$ cat config.mk
export PLATFORM = sky130hd
export DESIGN_NAME = sk6812_rx_decoder
export DESIGN_NICKNAME = d
export VERILOG_FILES = /design/src/rtl/sk6812_rx_decoder.sv
export SDC_FILE = /design/constraint.sdc
export NUM_CORES = 1
export LEC_CHECK = 0
export ABC_AREA = 1
export CORE_ASPECT_RATIO = 2
export CORE_MARGIN = 2
export CORE_UTILIZATION = 40
export CTS_CLUSTER_DIAMETER = 80
export DETAILED_ROUTE_END_ITERATION = 8
export GPL_ROUTABILITY_DRIVEN = 0
export PLACE_DENSITY = 0.67
export SKIP_CTS_REPAIR_TIMING = 1
export SLEW_MARGIN = 40
export SYNTH_ARGS = -nofsm -noshare
export SYNTH_HDL_FRONTEND = slang
export SYNTH_SLANG_ARGS = --single-unit
$ cat constraint.sdc
create_clock -name clk -period 4.2 [get_ports clk]
set_input_delay 0.84 -clock clk [delete_from_list [all_inputs] [get_ports clk]]
set_output_delay 0.84 -clock clk [all_outputs]
set_load 0.02 [all_outputs]
$ cat src/rtl/sk6812_rx_decoder.sv
// sk6812_rx_decoder
//   Single-wire NZR receiver for the SK6812 data line. Each high pulse on din
//   is measured in clk cycles and decoded as 0 or 1 by width; bits are
//   assembled MSB-first into BITS-wide words. A long low gap ends the frame.
//
// Ports
//   clk         system clock (200 MHz)
//   Rst_n       asynchronous active-low reset
//   din         asynchronous serial data line
//   word_out    last completed word, MSB = first received bit
//   word_valid  one-cycle pulse when word_out updates
//   frame_end   one-cycle pulse when the reset gap is detected
//   err         one-cycle pulse on glitch, over-long high, or partial word at frame end
//   busy        high whenever the decoder is not idle
//
// State table
//   state    | meaning
//   IDLE     | no frame in progress, waiting for the first rising edge
//   HIGH     | line high, measuring pulse width
//   LOW      | line low between bits, watching for the reset gap
//   ERR_WAIT | bad pulse seen, ignoring the line until a full reset gap

module sk6812_rx_decoder #(
  parameter int BITS       = 24,
  parameter int T_MIN_HIGH = 20,
  parameter int T_THRESH   = 170,
  parameter int T_MAX_HIGH = 400,
  parameter int T_RESET    = 16000,
  parameter int CW         = 16
) (
  input  logic            clk,
  input  logic            Rst_n,
  input  logic            din,
  output logic [BITS-1:0] word_out,
  output logic            word_valid,
  output logic            frame_end,
  output logic            err,
  output logic            busy
);

  localparam int BCW = $clog2(BITS + 1);

  localparam logic [CW-1:0]  LIM_MIN    = CW'(T_MIN_HIGH);
  localparam logic [CW-1:0]  LIM_THRESH = CW'(T_THRESH);
  localparam logic [CW-1:0]  LIM_OVER   = CW'(T_MAX_HIGH + 1);
  localparam logic [CW-1:0]  LIM_RESET  = CW'(T_RESET);
  localparam logic [BCW-1:0] FULL_CNT   = BCW'(BITS);

  typedef enum logic [1:0] {
    IDLE     = 2'd0,
    HIGH     = 2'd1,
    LOW      = 2'd2,
    ERR_WAIT = 2'd3
  } state_t;

  state_t          state_q, state_d;
  logic            sync1_q, sync2_q, s_d_q;
  logic [CW-1:0]   cnt_q, cnt_d;
  logic [BCW-1:0]  bit_cnt_q, bit_cnt_d;
  logic [BITS-1:0] shift_q, shift_d;
  logic [BITS-1:0] word_q, word_d;
  logic            word_valid_q, word_valid_d;
  logic            frame_end_q, frame_end_d;
  logic            err_q, err_d;

  logic s, rise, fall;
  logic low_done, over_long;

  assign s    = sync2_q;
  assign rise = s & ~s_d_q;
  assign fall = ~s & s_d_q;

  // cnt_q is always the length of the run of s_d_q's level, so the width of
  // a finished high or low run is read straight off cnt_q on the edge cycle.
  assign low_done  = ~s_d_q & (cnt_q == LIM_RESET);
  assign over_long =  s_d_q & (cnt_q == LIM_OVER);

  always_ff @(posedge clk or negedge Rst_n) begin
    if (!Rst_n) begin
      sync1_q <= 1'b0;
      sync2_q <= 1'b0;
      s_d_q   <= 1'b0;
    end else begin
      sync1_q <= din;
      sync2_q <= sync1_q;
      s_d_q   <= sync2_q;
    end
  end

  always_comb begin
    cnt_d = cnt_q;
    if (rise || fall) begin
      cnt_d = CW'(1);
    end else if (cnt_q != {CW{1'b1}}) begin
      cnt_d = cnt_q + CW'(1);
    end
  end

  always_ff @(posedge clk or negedge Rst_n) begin
    if (!Rst_n) begin
      state_q      <= IDLE;
      cnt_q        <= '0;
      bit_cnt_q    <= '0;
      shift_q      <= '0;
      word_q       <= '0;
      word_valid_q <= 1'b0;
      frame_end_q  <= 1'b0;
      err_q        <= 1'b0;
    end else begin
      state_q      <= state_d;
      cnt_q        <= cnt_d;
      bit_cnt_q    <= bit_cnt_d;
      shift_q      <= shift_d;
      word_q       <= word_d;
      word_valid_q <= word_valid_d;
      frame_end_q  <= frame_end_d;
      err_q        <= err_d;
    end
  end

  always_comb begin
    state_d      = state_q;
    bit_cnt_d    = bit_cnt_q;
    shift_d      = shift_q;
    word_d       = word_q;
    word_valid_d = 1'b0;
    frame_end_d  = 1'b0;
    err_d        = 1'b0;

    // Word completion runs one cycle after the bit is shifted in; the line is
    // guaranteed to be low then, so it never collides with a fall or a gap.
    if (bit_cnt_q == FULL_CNT) begin
      word_d       = shift_q;
      word_valid_d = 1'b1;
      bit_cnt_d    = '0;
    end

    unique case (state_q)
      IDLE: begin
        if (rise) state_d = HIGH;
      end

      HIGH: begin
        // over_long also covers a fall whose width is exactly T_MAX_HIGH+1.
        if (over_long) begin
          err_d   = 1'b1;
          state_d = ERR_WAIT;
        end else if (fall) begin
          if (cnt_q < LIM_MIN) begin
            err_d   = 1'b1;
            state_d = ERR_WAIT;
          end else begin
            shift_d   = {shift_q[BITS-2:0], (cnt_q >= LIM_THRESH)};
            bit_cnt_d = bit_cnt_q + BCW'(1);
            state_d   = LOW;
          end
        end
      end

      LOW: begin
        // A rise on the very cycle the gap completes starts the next frame.
        if (low_done) begin
          frame_end_d = 1'b1;
          err_d       = (bit_cnt_q != '0);
          bit_cnt_d   = '0;
          state_d     = rise ? HIGH : IDLE;
        end else if (rise) begin
          state_d = HIGH;
        end
      end

      ERR_WAIT: begin
        if (low_done) begin
          bit_cnt_d = '0;
          state_d   = rise ? HIGH : IDLE;
        end
      end

      default: state_d = IDLE;
    endcase
  end

  assign word_out   = word_q;
  assign word_valid = word_valid_q;
  assign frame_end  = frame_end_q;
  assign err        = err_q;
  assign busy       = (state_q != IDLE);

endmodule

==> impl_results.md, run 1 <==
- Num CTS Buffers: 9
- Setup crit end kind: output port
- Startpoint Class: register
- Sequential power share: 44.8%
- # diodes: 0
- WL per Instance: 13.71 µm
- Fmax: around 0.39 GHz
- # fillers: just over 900
- Kind of critical path: reg2out
- HP Class: reg2reg
- Die X: 74.16 µm
- Clock Path Buffers: 2
- Total Power: roughly 1.8 mW
- Yosys warnings: 0
- Buffers added on ports: 30
- Syn nets: 469
- Antenna violations before repair: 0
- Reg2reg path depth: 6
- Post-synth top area share: 48.94%
- Fin nets: approximately 500
- Unrepaired setup endpoints after global routing: no
- Footprint of the multi-input gates: 1684 µm²
- P_leak: 2.117 nW
- Starting DRT DRC Count: 145
- Post-Syn Area: 3938 µm²
- Area leader, netlist: dfrtp_1
- Count leader, synth: nand2_1
- Share of post-route cells with drive strength above 1: 14.55%
- Count of final hold-check violations: 0
- Die H: between 100 and 150 µm
- First-pass GRT wire length: approximately 14,000 µm
- Post-synth EDFFs: 0
- Vias post-DR: 3,042
- Mean Syn Cell Area: 8.673 µm²
- Post-layout minimum cycle time: 2.581 ns
- Library cells used by synthesis: 31
- Internal: ~1.3 mW
- Drc violations: 0
- Dpl cell area: 4350 µm²
- Hold path cells: 0
- CP max-delay cell: clkdlybuf4s50_1
- Hold endpoint: s$_DFF_PN0_
- Hold_ws: 0.3658 ns
- Mux cell area share after synthesis: 0%
- Worst path cell trace: inv_1 -> ha_1 -> inv_1 -> clkdlybuf4s50_1
- Clk pin slew, worst setup/hold paths: 0.06 ns
- Final ANT Viol Nets: 0
- Comb power frac: between 10% and 20%
- Register Area: 1927 µm²
- Min-delay src: sync1_q$_DFF_PN0_
- Routed WL: between 8000 and 9000 µm
- Largest family of logic cells by synthesized area: simple AND/OR/NAND/NOR gates
- Vias in the first global route: around 3.2k
- GR Util All Layers: 17.88%
- R2R setup slack: 2.09 ns
- Post-synthesis simple-gate area fraction: between 20% and 30%
- Grt total ovfl: 0
- Clock root buffer master: clkbuf_16
- Worst-path maximum fanout: 4
- H-tree depth reported by CTS: 3
- Largest net degree at the start of global routing: 78
- R2r startpoint: cnt_q[0]$_DFFE_PN0P_
- Setup TNS: 0 ns
- Buffers and inverters on the worst path: 3
- Compound-Gate Fraction of Synth Area: a little under an eighth
- CP required: 3.36 ns
- Result of the run: completed
- Sequential area share after synthesis: about 49%
- Final period utilization: between 60 and 70%
- Skew final: 0.005570 ns
- Cell mode on critical path: inv_1
- Synth top area cells: dfrtp_1 49%, nand2_1 10%, inv_1 5.3%, o21ai_2 4.4%, o21ai_0 4.3%
- Core Area: 9635 µm²
- Die area: between 10,000 and 15,000 µm²
- Max Cap Viol: 0
- Slew @ Worst Pin: 0.6871 ns
- Pwr dens: about 380 nW/µm²
- Top-Level Pins: 31
- Final Setup Violations: 0
- Mapped Cells: 454
- Clock power frac: 41.6%
- Switching Fraction: 28.40%
- Post-synth ARST share: 100.0%
- Maximum VDD drop: about 0.24 mV
- DRT Pass-1 Iters: 4
- XOR/XNOR share of the synthesized area: 1.112%
- Area Overhead vs Synth: 17.73%
- Starting Density: 40.86%
- Number of synthesized register bits: a little under 80
- HPWL Detailed: 6322 µm
- Post-Synth Adder-Cell Area: under 10%
- Clock Sinks: 77
- Arrival @ worst endpoint: around 1.7 ns
- Slew Viols, Final: 0
- Avg Vias per Cell: 4.906
- Rows: 51
- Finished Core Util: 48.11%
- Primary FF master, synth: dfrtp_1
- Synth cell count leaders: 108 x nand2_1, 77 x dfrtp_1, 56 x inv_1
- CTS tree: done
- Switching power: 0.4995 mW
- Worst-Skew Late Latency: 0.34 ns
- Final Instance Area: 4636 µm²
- Reg2reg end: cnt_q[0]$_DFFE_PN0P_
- Delay of the slowest critical-path stage: 0.59 ns
- Slew HR: 54.20%
- Crit-path leading delay family: buffers and inverters
-- sequential cells by signal (all words and copies together), names as in the netlist --
signal / cells
s_d_q: 1
shift_q: 24
frame_end: 1
word_out: 24
cnt_q: 16
s: 1
bit_cnt_q: 5
sync1_q: 1
err: 1
state_q: 2
word_valid: 1
-- through the flow --
step	instances	setup WS (ns)
final	620	1.619
after global routing	620	1.518
after CTS	620	1.616
after detailed placement	604	1.993
after global placement	602	1.879
after floorplan	454	2.588
-- kinds of logic after synthesis --
logic type	count (synthesis)
AND/OR/NAND/NOR	215
flip-flops	77
buffers and inverters	75
AO/OA/AOI/OAI	70
adder cells (fa/ha/maj)	12
XOR/XNOR	5
-- power groups by stage --
| stage | Sequential, mW | Clock (mW) | Combinational (mW) |
|---|---|---|---|
| 2_1_floorplan | 0.790 | 0 | 0.164 |
| 3_3_place_gp | 0.798 | 0 | 0.232 |
| 3_5_place_dp | 0.800 | 0 | 0.238 |
| 4_1_cts | 0.787 | 0.748 | 0.238 |
| 5_1_grt | 0.791 | 0.779 | 0.266 |
| 6_report | 0.787 | 0.731 | 0.240 |
-- layout by cell type, fill, tap and decap left out, types with 7 or more instances in the layout --
master,Yosys,layout
nand2_2,9,9
clkbuf_16,0,9
nand4_1,7,7
dfrtp_1,77,77
clkdlybuf4s50_1,0,29
ha_1,12,12
nor3_1,9,9
nor2_1,32,32
inv_1,56,56
nand2_1,108,108
nand2_4,11,11
nand3_1,31,31
o21ai_0,34,34
o21ai_2,20,20
-- layer usage --
metal	vias up	GRT usage, %	share of wire, %
met5	-	0	0
met4	0	10.81	4.1
met3	27	3.972	2.9
met2	68	32.89	56
met1	1436	17.34	37
li1	1511	-	-
-- worst max path at each step --
stage	startpoint	endpoint	slack [ns]	depth (start not counted)
2_1_floorplan	state_q[0]$_DFFE_PN0P_	busy	2.59	3
3_3_place_gp	cnt_q[1]$_DFFE_PN0P_	shift_q[0]$_DFFE_PN0P_	1.88	9
3_5_place_dp	state_q[0]$_DFFE_PN0P_	busy	1.99	4
4_1_cts	state_q[0]$_DFFE_PN0P_	busy	1.62	4
5_1_grt	state_q[0]$_DFFE_PN0P_	busy	1.52	4
6_report	state_q[0]$_DFFE_PN0P_	busy	1.62	4
-- cell type report --
cell class / count / area share (%)
multi-input cells: 302 / 36.33
clock buffers: 10 / 5.155
flip-flops and latches: 77 / 41.57
repair buffers: 33 / 7.530
well taps: 132 / 3.563
clock inverters: 6 / 0.9986
inverters: 60 / 4.858
Note: power is estimated with default switching activity, not from simulation.
==> inputs of run 2 (changes only) <==
clock period = 2.5 ns   (was 4.2 ns; I/O delays follow)
==> run 2 against run 1 <==
Against the previous run: clock skew about the same; die area unchanged; wire length is 1.6% lower; largest cell class unchanged.
==> impl_results.md, run 2 (same netlist as run 1, synthesis figures left out) <==
- WL per Instance: 13.44 µm
- HP Class: in2async
- Final Setup Violations: 0
- CP max-delay cell: clkdlybuf4s50_1
- Die H: 144.3 µm
- First-pass GRT wire length: ~14,000 µm
- Rows: 51
- Slew Viols, Final: 0
- P_leak: 2.158 nW
- Worst setup path start: state_q[0]$_DFFE_PN0P_
- CP required: 2.00 ns
- Avg Vias per Cell: 4.945
- Most frequent cells in the layout: 108 x nand2_1, 77 x dfrtp_1, 56 x inv_1
- Die area: 10,700 µm²
- Final period utilization: 87.42%
- Setup TNS: 0 ns
- Vias post-DR: 3,081
- CTS tree: done
- Met3 wire len: 243 µm
- Worst-Skew Late Latency: 0.33 ns
- Most common cell after layout, fill and taps aside: nand2_1
- Clock Path Buffers: 2
- Unrepaired setup endpoints after global routing: no
- Crit-path leading delay family: buffers and inverters
- Routed WL: roughly 8400 µm
- Drc violations: 0
- Total Power: 3.134 mW
- Count of final hold-check violations: 0
- Kind of critical path: reg2out
- Fmax: between 0.4 and 0.5 GHz
- Core Area: 9635 µm²
- Delay of the slowest critical-path stage: ~0.6 ns
- Setup crit end kind: output port
- Worst path depth: 4
- Area Overhead vs Synth: 19.54%
- Largest net degree at the start of global routing: 48
- HPWL Detailed: 6288 µm
- Startpoint Class: register
- Clock Sinks: 77
- Hold_ws: around 0.13 ns
- R2r startpoint: cnt_q[0]$_DFFE_PN0P_
- Slew HR: 64.05%
- Grt total ovfl: 0
- Buffers and inverters on the worst path: 3
- Skew final: 0.005311 ns
- Buffers added on ports: 30
- Antenna violations before repair: 0
- Vias in the first global route: about 3.2k
- Clk pin slew, worst setup/hold paths: ~0.060 ns
- Reg2reg path depth: 6
- Share of post-route cells with drive strength above 1: between 15 and 20%
- Worst-path maximum fanout: 4
- H-tree depth reported by CTS: 3
- Uppermost layer routed: met4
- Starting DRT DRC Count: 158
- Fin nets: roughly 500
- Pwr dens: 665.9 nW/µm²
- Top-Level Pins: 31
- Clock root buffer master: clkbuf_16
- Met1 WL: 3052 µm
- Arrival @ worst endpoint: 1.69 ns
- Final Instance Area: ~4700 µm²
- Cell mode on critical path: inv_1
- Starting Density: about two fifths
- Num CTS Buffers: 9
- Worst path cell trace: inv_1 -> ha_1 -> inv_1 -> clkdlybuf4s50_1
- Result of the run: completed
- Die X: 74.16 µm
- Post-layout minimum cycle time: 2.185 ns
- # diodes: 0
- Maximum VDD drop: 0.3684 mV
- DRT Pass-1 Iters: 4
- Max Cap Viol: 0
- Final ANT Viol Nets: 0
- Met2 wire len: 4628 µm
- GR Util All Layers: between 10% and 20%
- Dpl cell area: 4382 µm²
- Slew @ Worst Pin: 0.5376 ns
## run 2: cell count changes in the layout (fill, tap and decap cells not counted), sizes merged
cell | before | now
buf | 4 | 7
bufinv | 0 | 2
inv | 62 | 60
clkinv | 2 | 3
clkinvlp | 2 | 1
## run 2: cell type report
cell class,count,area (µm²)
tap,132,165.2
multi-input combinational,302,1684
clock inverter,6,86.33
sequential,77,1927
fill,911,4928
clock buffer,10,239.0
timing repair buffer,36,380.4
inverter,60,225.2
## run 2: through the flow
step | util, % | cells | worst slack [ns]
CTS | 48.85 | 623 | 0.2890
global placement | 45.47 | 607 | 0.6043
floorplan | - | 454 | 0.9347
detailed placement | 45.47 | 607 | 0.5335
finish | 48.85 | 623 | 0.3145
global route | 48.85 | 623 | 0.2168
## run 2: per-layer routing
metal / up-vias / global-route usage [%]
met5: - / 0
met4: 0 / 11.77
met3: 38 / 2.648
met2: 79 / 31.72
met1: 1452 / 17.60
li1: 1512 / -
## run 2: final timing paths
check | end | slack [ns]
min | word_out[16]$_DFFE_PN0P_ | 0.13
min in group clk | s$_DFF_PN0_ | 0.37
min reg2reg | s$_DFF_PN0_ | 0.37
max reg2reg | cnt_q[0]$_DFFE_PN0P_ | 0.48
max | busy | 0.31
max in group asynchronous | cnt_q[8]$_DFFE_PN0P_ | 1.78
## run 2: where the power goes
part / total, mW / leakage, nW / switching, mW / internal [mW]
registers: 1.32 / 1.06 / 0.0431 / 1.28
clock network: 1.39 / 0.158 / 0.495 / 0.899
logic: 0.418 / 0.939 / 0.274 / 0.144
==> inputs of run 3 (changes only) <==
==> constraint.sdc (replaced) <==
create_clock -name clk -period 2.5 [get_ports clk]
set_input_delay 0.25 -clock clk [delete_from_list [all_inputs] [get_ports clk]]
set_output_delay 0.25 -clock clk [all_outputs]
set_load 0.02 [all_outputs]
==> run 3 against run 2 <==
Against the previous run: maximum frequency is 9.4% higher; sequential power hardly changed; die area stayed put; design area is 0.13% lower; core utilization is 0.065 points lower; clock-buffer cell count stayed put; clock skew is 0.00068 ns lower; clock power hardly changed; highest routed layer unchanged.
==> impl_results.md, run 3 (same netlist as run 1, synthesis figures left out) <==
- Pwr dens: 667.1 nW/µm²
- # diodes: 0
- Clock Sinks: 77
- Vias post-DR: slightly above 3k
- Rows: 51
- Kind of critical path: reg2out
- WL per Instance: 13.92 µm
- Setup TNS: 0 ns
- First-pass GRT wire length: 14,780 µm
- Die area: 10,700 µm²
- Worst-Skew Late Latency: 0.33 ns
- Final Setup Violations: 0
- Max Cap Viol: 0
- Clock Path Buffers: 2
- Clk pin slew, worst setup/hold paths: 0.06 ns
- Clock root buffer master: clkbuf_16
- Unrepaired setup endpoints after global routing: no
- Starting DRT DRC Count: 166
- Core Area: 9635 µm²
- H-tree depth reported by CTS: 3
- DP Worst Slack: 0.6517 ns
- HP Class: reg2reg
- Final ANT Viol Nets: 0
- Worst path cell trace: inv_1 -> ha_1 -> inv_1 -> clkdlybuf4s50_1
- Setup crit end kind: output port
- GR Util All Layers: 18.24%
- Setup slack after layout: 0.5014 ns
- R2R setup slack: roughly 0.64 ns
- Cell mode on critical path: inv_1
- Hold path cells: 0
- CTS tree: done
- Grt total ovfl: 0
- Fmax: ~0.50 GHz
- Routed WL: 8671 µm
- Antenna violations before repair: 0
- Final period utilization: 79.94%
- Avg Vias per Cell: about 4.9
- Maximum VDD drop: 0.5580 mV
- Met3 wire len: 299 µm
- Count of final hold-check violations: 0
- Uppermost layer routed: met4
- Skew final: about 0.0046 ns
- P_leak: 2.153 nW
- Most common cell after layout, fill and taps aside: nand2_1
- CP required: 2.25 ns
- Finished Core Util: a little under 50%
- Num CTS Buffers: 9
- Largest net degree at the start of global routing: 78
- HPWL Detailed: 6226 µm
- Buffers added on ports: 30
- Fin nets: around 500
- Share of post-route cells with drive strength above 1: 14.87%
- Drc violations: 0
- Reg2reg path depth: 11
- DRT Pass-1 Iters: 4
- Slew @ Worst Pin: about 0.70 ns
- Startpoint Class: register
- Worst-path maximum fanout: 4
- Die X: 74.16 µm
- Met1 WL: about 3200 µm
- Slew HR: 53.04%
- Result of the run: completed
- Die H: ~140 µm
- CP max-delay cell: clkdlybuf4s50_1
- Top-Level Pins: 31
- Arrival @ worst endpoint: 1.75 ns
- Vias in the first global route: 3,135
- Area Overhead vs Synth: 19.38%
- Most frequent cells in the layout: 108 x nand2_1, 77 x dfrtp_1, 56 x inv_1
- Starting Density: 40.86%
- Delay of the slowest critical-path stage: 0.59 ns
- Post-layout minimum cycle time: 1.999 ns
- Slew Viols, Final: 0
- Met2 wire len: 4710 µm
run 3: changes by cell type in the layout (fill, tap and decap cells not counted), sizes merged:
cell	previous run	this run
buf	7	6
dlygate4sd3	0	1
run 3: area by class of cell:
cell class	count	area (µm²)
Fill cell	892	4935
Sequential cell	77	1927
Multi-Input combinational cell	302	1684
Timing Repair Buffer	36	374.1
Clock buffer	10	239.0
Inverter	60	225.2
Tap cell	132	165.2
Clock inverter	6	86.33
run 3: stage by stage:
step / instance area, µm² / total power [mW] / hold WS (ns) / std cells
after detailed placement: 4365 / 1.738 / 0.3246 / 606
after global placement: 4362 / 1.728 / 0.3351 / 606
after floorplan: 3938 / 1.602 / -0.04559 / 454
after CTS: 4691 / 3.159 / -0.03242 / 622
after global routing: 4701 / 3.269 / 0.3754 / 623
final: 4701 / 3.136 / 0.3616 / 623
run 3: worst paths after layout:
check                                       start                  endpoint
hold reg to reg                 sync1_q$_DFF_PN0_               s$_DFF_PN0_
setup reg to reg             cnt_q[1]$_DFFE_PN0P_    bit_cnt_q[1]$_DFF_PN0_
min in group asynchronous                   Rst_n  word_out[16]$_DFFE_PN0P_
max in group asynchronous                   Rst_n    bit_cnt_q[0]$_DFF_PN0_
hold / removal                  sync1_q$_DFF_PN0_               s$_DFF_PN0_
setup / recovery           state_q[0]$_DFFE_PN0P_                      busy
run 3: routing by layer:
layer	global-route usage (%)	vias to the layer above
met1	19.38	1452
li1	-	1515
met3	3.624	33
met5	0	-
met2	31.72	80
met4	11.77	0
run 3: critical path, delay by kind of cell, from the launching register on:
kind	cells	cell delay [ns]
flip-flops	1	0.42
buffers and inverters	3	0.76
adder cells (fa/ha/maj)	1	0.22
run 3: power by group:
group / internal (mW) / total, mW / switching (mW)
Sequential: 1.28 / 1.32 / 0.0460
Combinational: 0.133 / 0.396 / 0.264
Clock: 0.899 / 1.41 / 0.515
